### src/rtl/ex_stage_reg.sv
// rtl/ex_stage_reg.sv - EX stage ALU with registered EX/MEM outputs and sticky exception
//
// Purpose:
//    Computes the ALU operation selected by alu_ctl and registers the result
//    together with the destination index, write enable and valid bit. This
//    forms the EX/MEM pipeline register. Illegal operation codes, and signed
//    overflow when the trap is enabled, raise a sticky exception.
//
// Optional feature:
//    ALU_OVF_TRAP_EN - when defined, signed overflow on add/sub suppresses the
//    register write and raises exception code 10.
//
// Ports:
//    clk          in   1       rising-edge clock
//    reset        in   1       synchronous active-high reset
//    alu_ctl      in   4       ALU operation code
//    a            in   DATA_W  operand A
//    b            in   DATA_W  operand B
//    rd_in        in   REG_W   destination register index
//    regwrite_in  in   1       instruction writes the register file
//    valid_in     in   1       instruction present (0 = bubble)
//    stall        in   1       hold the EX/MEM register
//    flush        in   1       squash the instruction being captured
//    exc_clr      in   1       clear the sticky exception
//    result       out  DATA_W  registered ALU result
//    zero         out  1       registered (result == 0)
//    rd_out       out  REG_W   registered destination index
//    regwrite_out out  1       registered write enable, gated by exception
//    valid_out    out  1       EX/MEM slot holds an instruction
//    exc          out  1       sticky exception flag
//    exc_code     out  2       00 none, 01 illegal op, 10 overflow

module ex_stage_reg #(
   parameter int DATA_W = 32,
   parameter int REG_W  = 5
) (
   input  logic              clk,
   input  logic              reset,
   input  logic [3:0]        alu_ctl,
   input  logic [DATA_W-1:0] a,
   input  logic [DATA_W-1:0] b,
   input  logic [REG_W-1:0]  rd_in,
   input  logic              regwrite_in,
   input  logic              valid_in,
   input  logic              stall,
   input  logic              flush,
   input  logic              exc_clr,
   output logic [DATA_W-1:0] result,
   output logic              zero,
   output logic [REG_W-1:0]  rd_out,
   output logic              regwrite_out,
   output logic              valid_out,
   output logic              exc,
   output logic [1:0]        exc_code
);

   localparam logic [3:0] OP_AND = 4'b0000;
   localparam logic [3:0] OP_OR  = 4'b0001;
   localparam logic [3:0] OP_ADD = 4'b0010;
   localparam logic [3:0] OP_SUB = 4'b0110;
   localparam logic [3:0] OP_SLT = 4'b0111;

   localparam logic [1:0] EXC_NONE = 2'b00;
   localparam logic [1:0] EXC_ILL  = 2'b01;
   localparam logic [1:0] EXC_OVF  = 2'b10;

   logic [DATA_W-1:0] w_sum;
   logic [DATA_W-1:0] w_diff;
   logic [DATA_W-1:0] w_alu;
   logic              w_legal;
   logic              w_trap;

   logic [DATA_W-1:0] r_result;
   logic              r_zero;
   logic [REG_W-1:0]  r_rd;
   logic              r_regwrite;
   logic              r_valid;
   logic              r_exc;
   logic [1:0]        r_exc_code;

   assign w_sum  = a + b;
   assign w_diff = a - b;

   always_comb begin
      w_alu   = '0;
      w_legal = 1'b1;
      case (alu_ctl)
         OP_AND:  w_alu = a & b;
         OP_OR:   w_alu = a | b;
         OP_ADD:  w_alu = w_sum;
         OP_SUB:  w_alu = w_diff;
         OP_SLT:  w_alu = {{(DATA_W-1){1'b0}}, ($signed(a) < $signed(b))};
         default: w_legal = 1'b0;
      endcase
   end

`ifdef ALU_OVF_TRAP_EN
   // Signed overflow: add of like signs, or sub of unlike signs, whose
   // result sign differs from operand A.
   logic w_ovf_add;
   logic w_ovf_sub;
   assign w_ovf_add = (a[DATA_W-1] == b[DATA_W-1]) && (w_sum[DATA_W-1]  != a[DATA_W-1]);
   assign w_ovf_sub = (a[DATA_W-1] != b[DATA_W-1]) && (w_diff[DATA_W-1] != a[DATA_W-1]);
   assign w_trap    = ((alu_ctl == OP_ADD) && w_ovf_add) || ((alu_ctl == OP_SUB) && w_ovf_sub);
`else
   assign w_trap = 1'b0;
`endif

   always_ff @(posedge clk) begin
      if (reset) begin
         r_result   <= '0;
         r_zero     <= 1'b1;
         r_rd       <= '0;
         r_regwrite <= 1'b0;
         r_valid    <= 1'b0;
         r_exc      <= 1'b0;
         r_exc_code <= EXC_NONE;
      end else if (flush) begin
         // Squashed slot; a flushed illegal op must not raise an exception.
         r_valid    <= 1'b0;
         r_regwrite <= 1'b0;
      end else if (!stall) begin
         if (!valid_in) begin
            r_valid    <= 1'b0;
            r_regwrite <= 1'b0;
            if (exc_clr) begin
               r_exc      <= 1'b0;
               r_exc_code <= EXC_NONE;
            end
         end else if (!w_legal) begin
            // New exception capture wins over a simultaneous exc_clr.
            r_result   <= '0;
            r_zero     <= 1'b1;
            r_rd       <= rd_in;
            r_regwrite <= 1'b0;
            r_valid    <= 1'b1;
            r_exc      <= 1'b1;
            r_exc_code <= EXC_ILL;
         end else begin
            r_result <= w_alu;
            r_zero   <= (w_alu == '0);
            r_rd     <= rd_in;
            r_valid  <= 1'b1;
            if (w_trap) begin
               r_regwrite <= 1'b0;
               r_exc      <= 1'b1;
               r_exc_code <= EXC_OVF;
            end else begin
               r_regwrite <= regwrite_in;
               if (exc_clr) begin
                  r_exc      <= 1'b0;
                  r_exc_code <= EXC_NONE;
               end
            end
         end
      end
   end

   assign result       = r_result;
   assign zero         = r_zero;
   assign rd_out       = r_rd;
   assign regwrite_out = r_regwrite;
   assign valid_out    = r_valid;
   assign exc          = r_exc;
   assign exc_code     = r_exc_code;

endmodule
### config.mk
export PLATFORM = sky130hd
export DESIGN_NAME = ex_stage_reg
export DESIGN_NICKNAME = d
export VERILOG_FILES = /design/src/rtl/ex_stage_reg.sv
export SDC_FILE = /design/constraint.sdc
export NUM_CORES = 1
export LEC_CHECK = 0
export ABC_AREA = 1
export CELL_PAD_IN_SITES_DETAIL_PLACEMENT = 1
export CELL_PAD_IN_SITES_GLOBAL_PLACEMENT = 1
export CORE_ASPECT_RATIO = 1.4
export CORE_UTILIZATION = 35
export CTS_CLUSTER_SIZE = 16
export DETAILED_ROUTE_END_ITERATION = 10
export GPL_TIMING_DRIVEN = 0
export PLACE_DENSITY_LB_ADDON = 0.1
export SLEW_MARGIN = 20
export SYNTH_ARGS = -nofsm -noshare
export SYNTH_HDL_FRONTEND = slang
export SYNTH_SLANG_ARGS = --single-unit
### constraint.sdc
create_clock -name clk -period 3.1 [get_ports clk]
set_input_delay 0.62 -clock clk [delete_from_list [all_inputs] [get_ports clk]]
set_output_delay 0.62 -clock clk [all_outputs]
set_load 0.005 [all_outputs]
==> impl_results.md, run 1 <==
* Routed wire length at 35600 um
* List of most frequent post-synthesis cells: nand2_1, inv_1, nor2_1
* Simple-gate portion of the synthesized area at between 40% and 50%
* Yosys warning total at 0
* Post-synthesis adder-cell area fraction at around 16%
* Leak Pwr at 0.00601 uW
* XOR/XNOR Fraction of Synth Area at 0%
* Layout cells sized above 1 at 21.9%
* Fin. max-slew vios at 0
* Mux cell area share after synthesis at 0%
* Post-route ant nets at 0
* Crit Path Max Fanout at 5
* Number of global-route vias before repair at around 10000
* Worst skew pair latency at about 0.28 ns
* Cell area after layout at between 10000 and 15000 sq um
* Cell count after synthesis at ~1500
* Gpl congestion at 0.937
* Core Area at 22700 sq um
* Clk sinks at 43
* Cell Rows at 65
* Net Count, Synth at roughly 1700
* Initial antenna violation count at 1
* Die area at 23900 sq um
* Count leader, synth: nand2_1
* Library cells used by synthesis at 43
* WP data arrival at 3.32 ns
* Total of max-cap violations at 0
* Slew HR at 61.3%
* Startpoint types: input pin
* Syn_area_per_cell at between 5 and 6 sq um
* Final setup margin at between 0.01 and 0.015 ns
* Die W at 131 um
* Starting Density at 36.0%
* Tot Pwr at 2830 uW
* Seq/Total Area, Yosys at 10.5%
* Die height at 183 um
* Worst IR Drop VDD at between 0.0003 and 0.0004 V
* CTS tree: yes
* Final setup fails at 0
* Drt pass-1 iters at 5
* GR Util All Layers at 29.2%
* Synth top area share at 20.8%
* Slew @ Worst Pin at 0.580 ns
* Port bufs at between 100 and 150
* Wire length per cell at 18.0 um
* Global-route wire length before repair at 52400 um
* Boundary Pins at between 100 and 150
* DRT iter0 DRCs at 435
* HPWL Detailed at 29200 um
* Post-layout min period at a little over 3 ns
* Compound-Gate Fraction of Synth Area at 11.3%
* Filler cells at 3141
* Pre-CTS setup slack at -1.02 ns
* Yosys reg bits at 43
* DRC Markers at 0
* Root buf cell: clkbuf_16
* GRT Residual Overflow at 0
* Main area contributors after synthesis: nand2_1, ha_1, inv_1
* Unrepaired setup endpoints after global routing: yes
* Clock Skews at 0 ns
* CP Capture Type: register
* CTS buffer count at 5
* Mapped cell area at around 8200 sq um
* Outcome: finished clean
* Buffer depth of the longest clock path at 2
* Post-Place Cell Area at 9760 sq um
* Vias at 10000
* Pwr dens at 252 nW/um^2
* Async set-reset flop share out of synthesis at 0%
* Largest family of logic cells by synthesized area: simple AND/OR/NAND/NOR gates
* CP Class: input pin to register
* Hold Path Class: register to register
* Area grow syn2layout at 37.6%
* Hold Fails Final Rpt at 0
* Dominant cell type by area after synthesis: nand2_1
* EDFF count, synth at 0
* Pin count of the biggest net entering global routing at 16
* H-tree Lvls at 2
* FMAX at 0.324 GHz
* Clock-pin slew on the worst setup and hold paths at 0.07 ns
* Critical path required time at between 3 and 4 ns
* Nets at 1854
* Vias per cell at approximately 5.1
* Fin crit share at roughly 100%
* Main synth FF type: dfxtp_1
==> flip-flops by register name, summed over array words and instances, names as in the netlist <==
register	count
zero	1
exc	1
rd_out	5
valid_out	1
exc_code	2
regwrite_out	1
result	32
==> worst paths after layout <==
path,from,endpoint,slack (ns),cells after the start
worst max-delay path,a[19],zero,0.01,18
worst min-delay path,exc_code[1],exc_code[1],0.46,2
worst max register to register,result[26],result[26],2.33,4
worst min register to register,exc_code[1],exc_code[1],0.46,2
==> logic make-up (layout without fill, tap and decap cells) <==
group | count (synthesis) | count (layout)
AOI/OAI and AO/OA | 163 | 163
adders and majority gates | 105 | 105
buffers and inverters | 355 | 519
DFF | 43 | 43
other | 0 | 1
and+or+nand+nor | 840 | 840
==> per-stage QoR <==
step                      setup TNS [ns]  std cells  hold WS (ns)  util (%)
after floorplan                        0       1506         0.439         -
after global placement             -6.88       1929         0.447      43.0
after detailed placement           -7.82       1929         0.453      43.0
after CTS                              0       1946         0.462      45.4
after global routing              -0.499       1972         0.492      49.5
final                                  0       1972         0.456      49.5
==> layer usage <==
layer  vias up  routed length, um  track usage [%]
met4         0               2370             19.1
met1      4807              13400             29.9
li1       4955                  -                -
met5         -                  0                0
met3        83                847             2.52
met2       184              19000             55.0
==> cells in the final DEF, fill, tap and decap left out, drive strengths merged, types with 14 or more instances in the layout <==
cell           netlist  routed
clkdlybuf4s50        0      93
inv                307     308
nand3              130     130
clkbuf              12      16
a21oi               64      64
o211ai              14      14
o22ai               21      21
nand2              465     465
o21ai               49      49
ha                 103     103
nor2               204     204
buf                 34      69
nand4               19      19
dlymetal6s2s         0      19
dfxtp               43      43
==> cell type report <==
| cell class | count | area [sq um] | share of cell area, % |
|---|---|---|---|
| multi-input cells | 1108 | 6820 | 60.7 |
| clock inverters | 3 | 23.8 | 0.212 |
| plain buffers | 45 | 329 | 2.93 |
| diodes | 1 | 2.50 | 0.0223 |
| clock buffers | 5 | 125 | 1.11 |
| repair buffers | 157 | 1530 | 13.6 |
| inverters | 309 | 1160 | 10.3 |
| well taps | 301 | 377 | 3.35 |
| flip-flops and latches | 43 | 861 | 7.66 |
==> worst max-delay path, stage by stage <==
cell and delay [ns]:
clkdlybuf4s50_1 0.52, inv_1 0.09, ha_4 0.34, inv_2 0.10
nand2_2 0.15, nor2_2 0.07, buf_4 0.13, a21oi_1 0.31
nand3_1 0.15, nand3_2 0.11, nand2_2 0.06, nor2_4 0.17
nand2_1 0.09, nor2_2 0.11, nand2_1 0.06, nor2_1 0.08
nand2_1 0.10, nand2_1 0.06
==> report_power, final <==
part | total [uW] | leakage (uW) | internal, uW | switching, uW
Sequential | 593 | 0.000351 | 579 | 14.1
Combinational | 1710 | 0.00559 | 633 | 1080
Clock | 527 | 0.0000664 | 301 | 226
Total | 2830 | 0.00601 | 1510 | 1320
==> what timing repair did <==
item                                    in CTS  in global routing
endpoints found under the setup margin      13                 18
hold endpoints to repair                     0                  0
hold buffers                                 0                  0
pin swaps                                   22                 43
buffers inserted                             9                 25
resized for setup                          107                239
cloned                                       0                  1
Power figures use the tool's default switching activity.
==> run 2, diff against run 1 <==
--- a/config.mk
+++ b/config.mk
@@ -18,3 +18,4 @@
 export SYNTH_ARGS = -nofsm -noshare
 export SYNTH_HDL_FRONTEND = slang
 export SYNTH_SLANG_ARGS = --single-unit
+export TNS_END_PERCENT = 5
==> results of run 2 <==
No change in the layout: final DEF, timing and power equal those of run 1.
==> run 3, diff against run 2 <==
--- a/config.mk
+++ b/config.mk
@@ -9,7 +9,7 @@
 export CELL_PAD_IN_SITES_DETAIL_PLACEMENT = 1
 export CELL_PAD_IN_SITES_GLOBAL_PLACEMENT = 1
 export CORE_ASPECT_RATIO = 1.4
-export CORE_UTILIZATION = 35
+export CORE_UTILIZATION = 38
 export CTS_CLUSTER_SIZE = 16
 export DETAILED_ROUTE_END_ITERATION = 10
 export GPL_TIMING_DRIVEN = 0
==> run 3 against run 2 <==
Net effect:
- clock skew stayed put
- final cell count is 2.5% lower
- combinational power hardly changed
- non-clock buffer count is 7 lower
- critical path depth stayed put
- clock-buffer cell count stayed put
- clock power is 17% higher
- sequential share of layout area hardly changed
- maximum frequency is 1.8% higher
- register-to-register slack better by 0.02 ns
- largest cell class unchanged
==> impl_results.md, run 3 (same netlist as run 1, synthesis figures left out) <==
* Placed Cells incl. Taps at 1888 (-2.1%)
* Non-Filler Instances at 1923 (-2.5%)
* Worst skew pair latency at 0.28 ns (about the same)
* Max reg flops at 32 (unchanged)
* DRT iter0 DRCs at 464 (+6.7%)
* Post-route ant nets at 0 (unchanged)
* Post-Place Cell Area at 9710 sq um (-0.53%)
* Pwr dens at 260 nW/um^2 (+3.2%)
* Critical-path top delay cell: clkdlybuf4s50_1
* HPWL Detailed at 28800 um (-1.4%)
* Fin crit share at 97.8% (-1.8 points)
* Post-layout min period at 3.03 ns (-0.0544 ns)
* Cell area after layout at 11200 sq um (-0.50%)
* Initial antenna violation count at 0 (-1)
* Layout cells sized above 1 at 21.3% (-0.57 points)
* Root buf cell: clkbuf_16
* Cell Rows at 63 (-3.1%)
* Buffers plus inverters on the worst setup path at 3 (-1)
* Max incr delay on CP at 0.51 ns (about the same)
* Die W at 126 um (-4.0%)
* CTS buffer count at 5 (unchanged)
* Leak Pwr at 0.00599 uW (-0.39%)
* R2R depth at 4 (unchanged)
* Vias at 10100 (+0.42%)
* Area grow syn2layout at 37.0%
* Final setup margin at 0.0668 ns (+0.0544 ns)
* Antenna diodes at 0 (-1)
* Vias per cell at 5.24 (+3.0%)
* DRC Markers at 0 (unchanged)
* GRT Residual Overflow at 0 (unchanged)
* Hold path depth at 2 (unchanged)
* Outcome: finished clean
* Total of max-cap violations at 0 (unchanged)
* Slew @ Worst Pin at 0.565 ns (-0.0147 ns)
* Clk sinks at 43 (unchanged)
* Worst R2R Start: result[30]
* Global-route wire length before repair at 52200 um (-0.49%)
* Register-to-Register Setup Slack at 2.35 ns (+0.02 ns)
* Core Area at 21100 sq um (-6.9%)
* Critical Path Start: a[19]
* Endpoint, Worst Hold: exc_code[1]
* Boundary Pins at 123 (unchanged)
* Most frequent cells in the layout: nand2_1, inv_1, nor2_1, nand3_1
* Pin count of the biggest net entering global routing at 15 (-1)
* Final hold slack at 0.441 ns (-0.0149 ns)
* Delay-heaviest family, CP: simple AND/OR/NAND/NOR gates
* Fin. max-slew vios at 0 (unchanged)
* Startpoint types: input pin
* Critical path required time at 3.33 ns (about the same)
* Final setup fails at 0 (unchanged)
* Clock-pin slew on the worst setup and hold paths at 0.06 ns (about the same)
* GR Util All Layers at 30.6% (+1.4 points)
* WP data arrival at 3.27 ns (-0.05 ns)
* FMAX at 0.330 GHz (+1.8%)
* Clock Skews at 0 ns (unchanged)
* Cells along the critical path: clkdlybuf4s50_1 -> inv_1 -> ha_4 -> inv_2 -> a21oi_2 -> nor2_1 -> nor2_2 -> nand2_2 -> nand3b_1 -> nor2_1 -> nor2_1 -> nor2_4 -> nand2_1 -> nor2_1 -> nand2_1 -> nor2_1 -> nand2_1 -> nand2_1
* Setup TNS at 0 ns (unchanged)
* FF-to-FF End: result[30]
* CTS tree: yes
* Filler cells at 2948 (-6.1%)
* Slew HR at 62.3% (+0.98 points)
* Most used cell, CP: nor2_1
* Nets at 1847 (-0.38%)
* Routed wire length at 34700 um (-2.6%)
* Drt pass-1 iters at 5 (unchanged)
* Hold Fails Final Rpt at 0 (unchanged)
* Commonest non-fill, non-tap cell in the layout: nand2_1
* H-tree Lvls at 2 (unchanged)
* Wire length per cell at 18.0 um (about the same)
* Crit Path Max Fanout at 5 (unchanged)
* Port bufs at 122 (unchanged)
* Pre-CTS setup slack at -1.02 ns (-0.00826 ns)
* Die height at 175 um (-4.0%)
* Starting Density at 38.6% (+2.7 points)
* Hold path start: exc_code[1]
* Hold Path Class: register to register
* Number of global-route vias before repair at 9920 (-1.8%)
* CP Class: input pin to register
* Worst IR Drop VDD at 0.000215 V (-43%)
* Die area at 22100 sq um (-7.8%)
* CP Capture Type: register
* Buffer depth of the longest clock path at 2 (unchanged)
* Gpl congestion at 0.969 (+3.4%)
run 3: cell count changes in the layout (fill, tap and decap cells not counted), sizes merged, moves of 2 or more:
cell         change
clkinvlp         -2
clkbuf           +2
clkinv           +2
dlygate4sd2      +2
buf              -9
run 3: metrics by stage:
stage	util, %	power, uW
finish	52.9	2910
global route	52.9	3080
CTS	48.8	2700
detailed placement	45.9	2000
global placement	45.9	1970
floorplan	-	1470
run 3: tightest hold or removal path, stage by stage, from the launching register on:
cell	delay, ns
dfxtp_1	0.31
nand2_1	0.06
nor2_1	0.04
run 3: worst max path at each step:
stage	slack, ns	end	cells past startpoint
finish	0.07	zero	18
global route	-0.02	zero	19
CTS	0.003	zero	23
detailed placement	-1.02	zero	21
global placement	-1.02	zero	21
floorplan	0.59	zero	22
run 3: routing by layer:
layer,vias to the layer above,GRT usage [%],routed length [um]
met5,-,0,0
met4,0,18.8,2340
met3,91,2.04,897
met2,224,60.6,18400
met1,4814,30.9,13000
li1,4942,-,-
run 3: layout make-up:
class | instances | area [sq um] | area share (%)
Multi-Input combinational cell | 1108 | 6830 | 61.1
Inverter | 309 | 1160 | 10.4
Sequential cell | 43 | 861 | 7.70
Buffer | 45 | 337 | 3.01
Tap cell | 260 | 325 | 2.91
Clock buffer | 5 | 125 | 1.12
Clock inverter | 3 | 43.8 | 0.392
Timing Repair Buffer | 150 | 1490 | 13.3
run 3: repair_timing:
item                       in CTS  in global routing
pin swaps                      24                 47
hold endpoints to repair        0                  0
hold buffers                    0                  0
gates resized for setup       127                211
cloned                          0                  1
setup buffers                   8                 19
setup endpoints to repair       9                 10
run 3: report_power, final:
part           switching, uW  leakage, uW  total [uW]  internal [uW]
sequential              14.6     0.000351         594            579
combinational           1070      0.00555        1700            630
clock                    233    0.0000838         614            380
total                   1320      0.00599        2910           1590
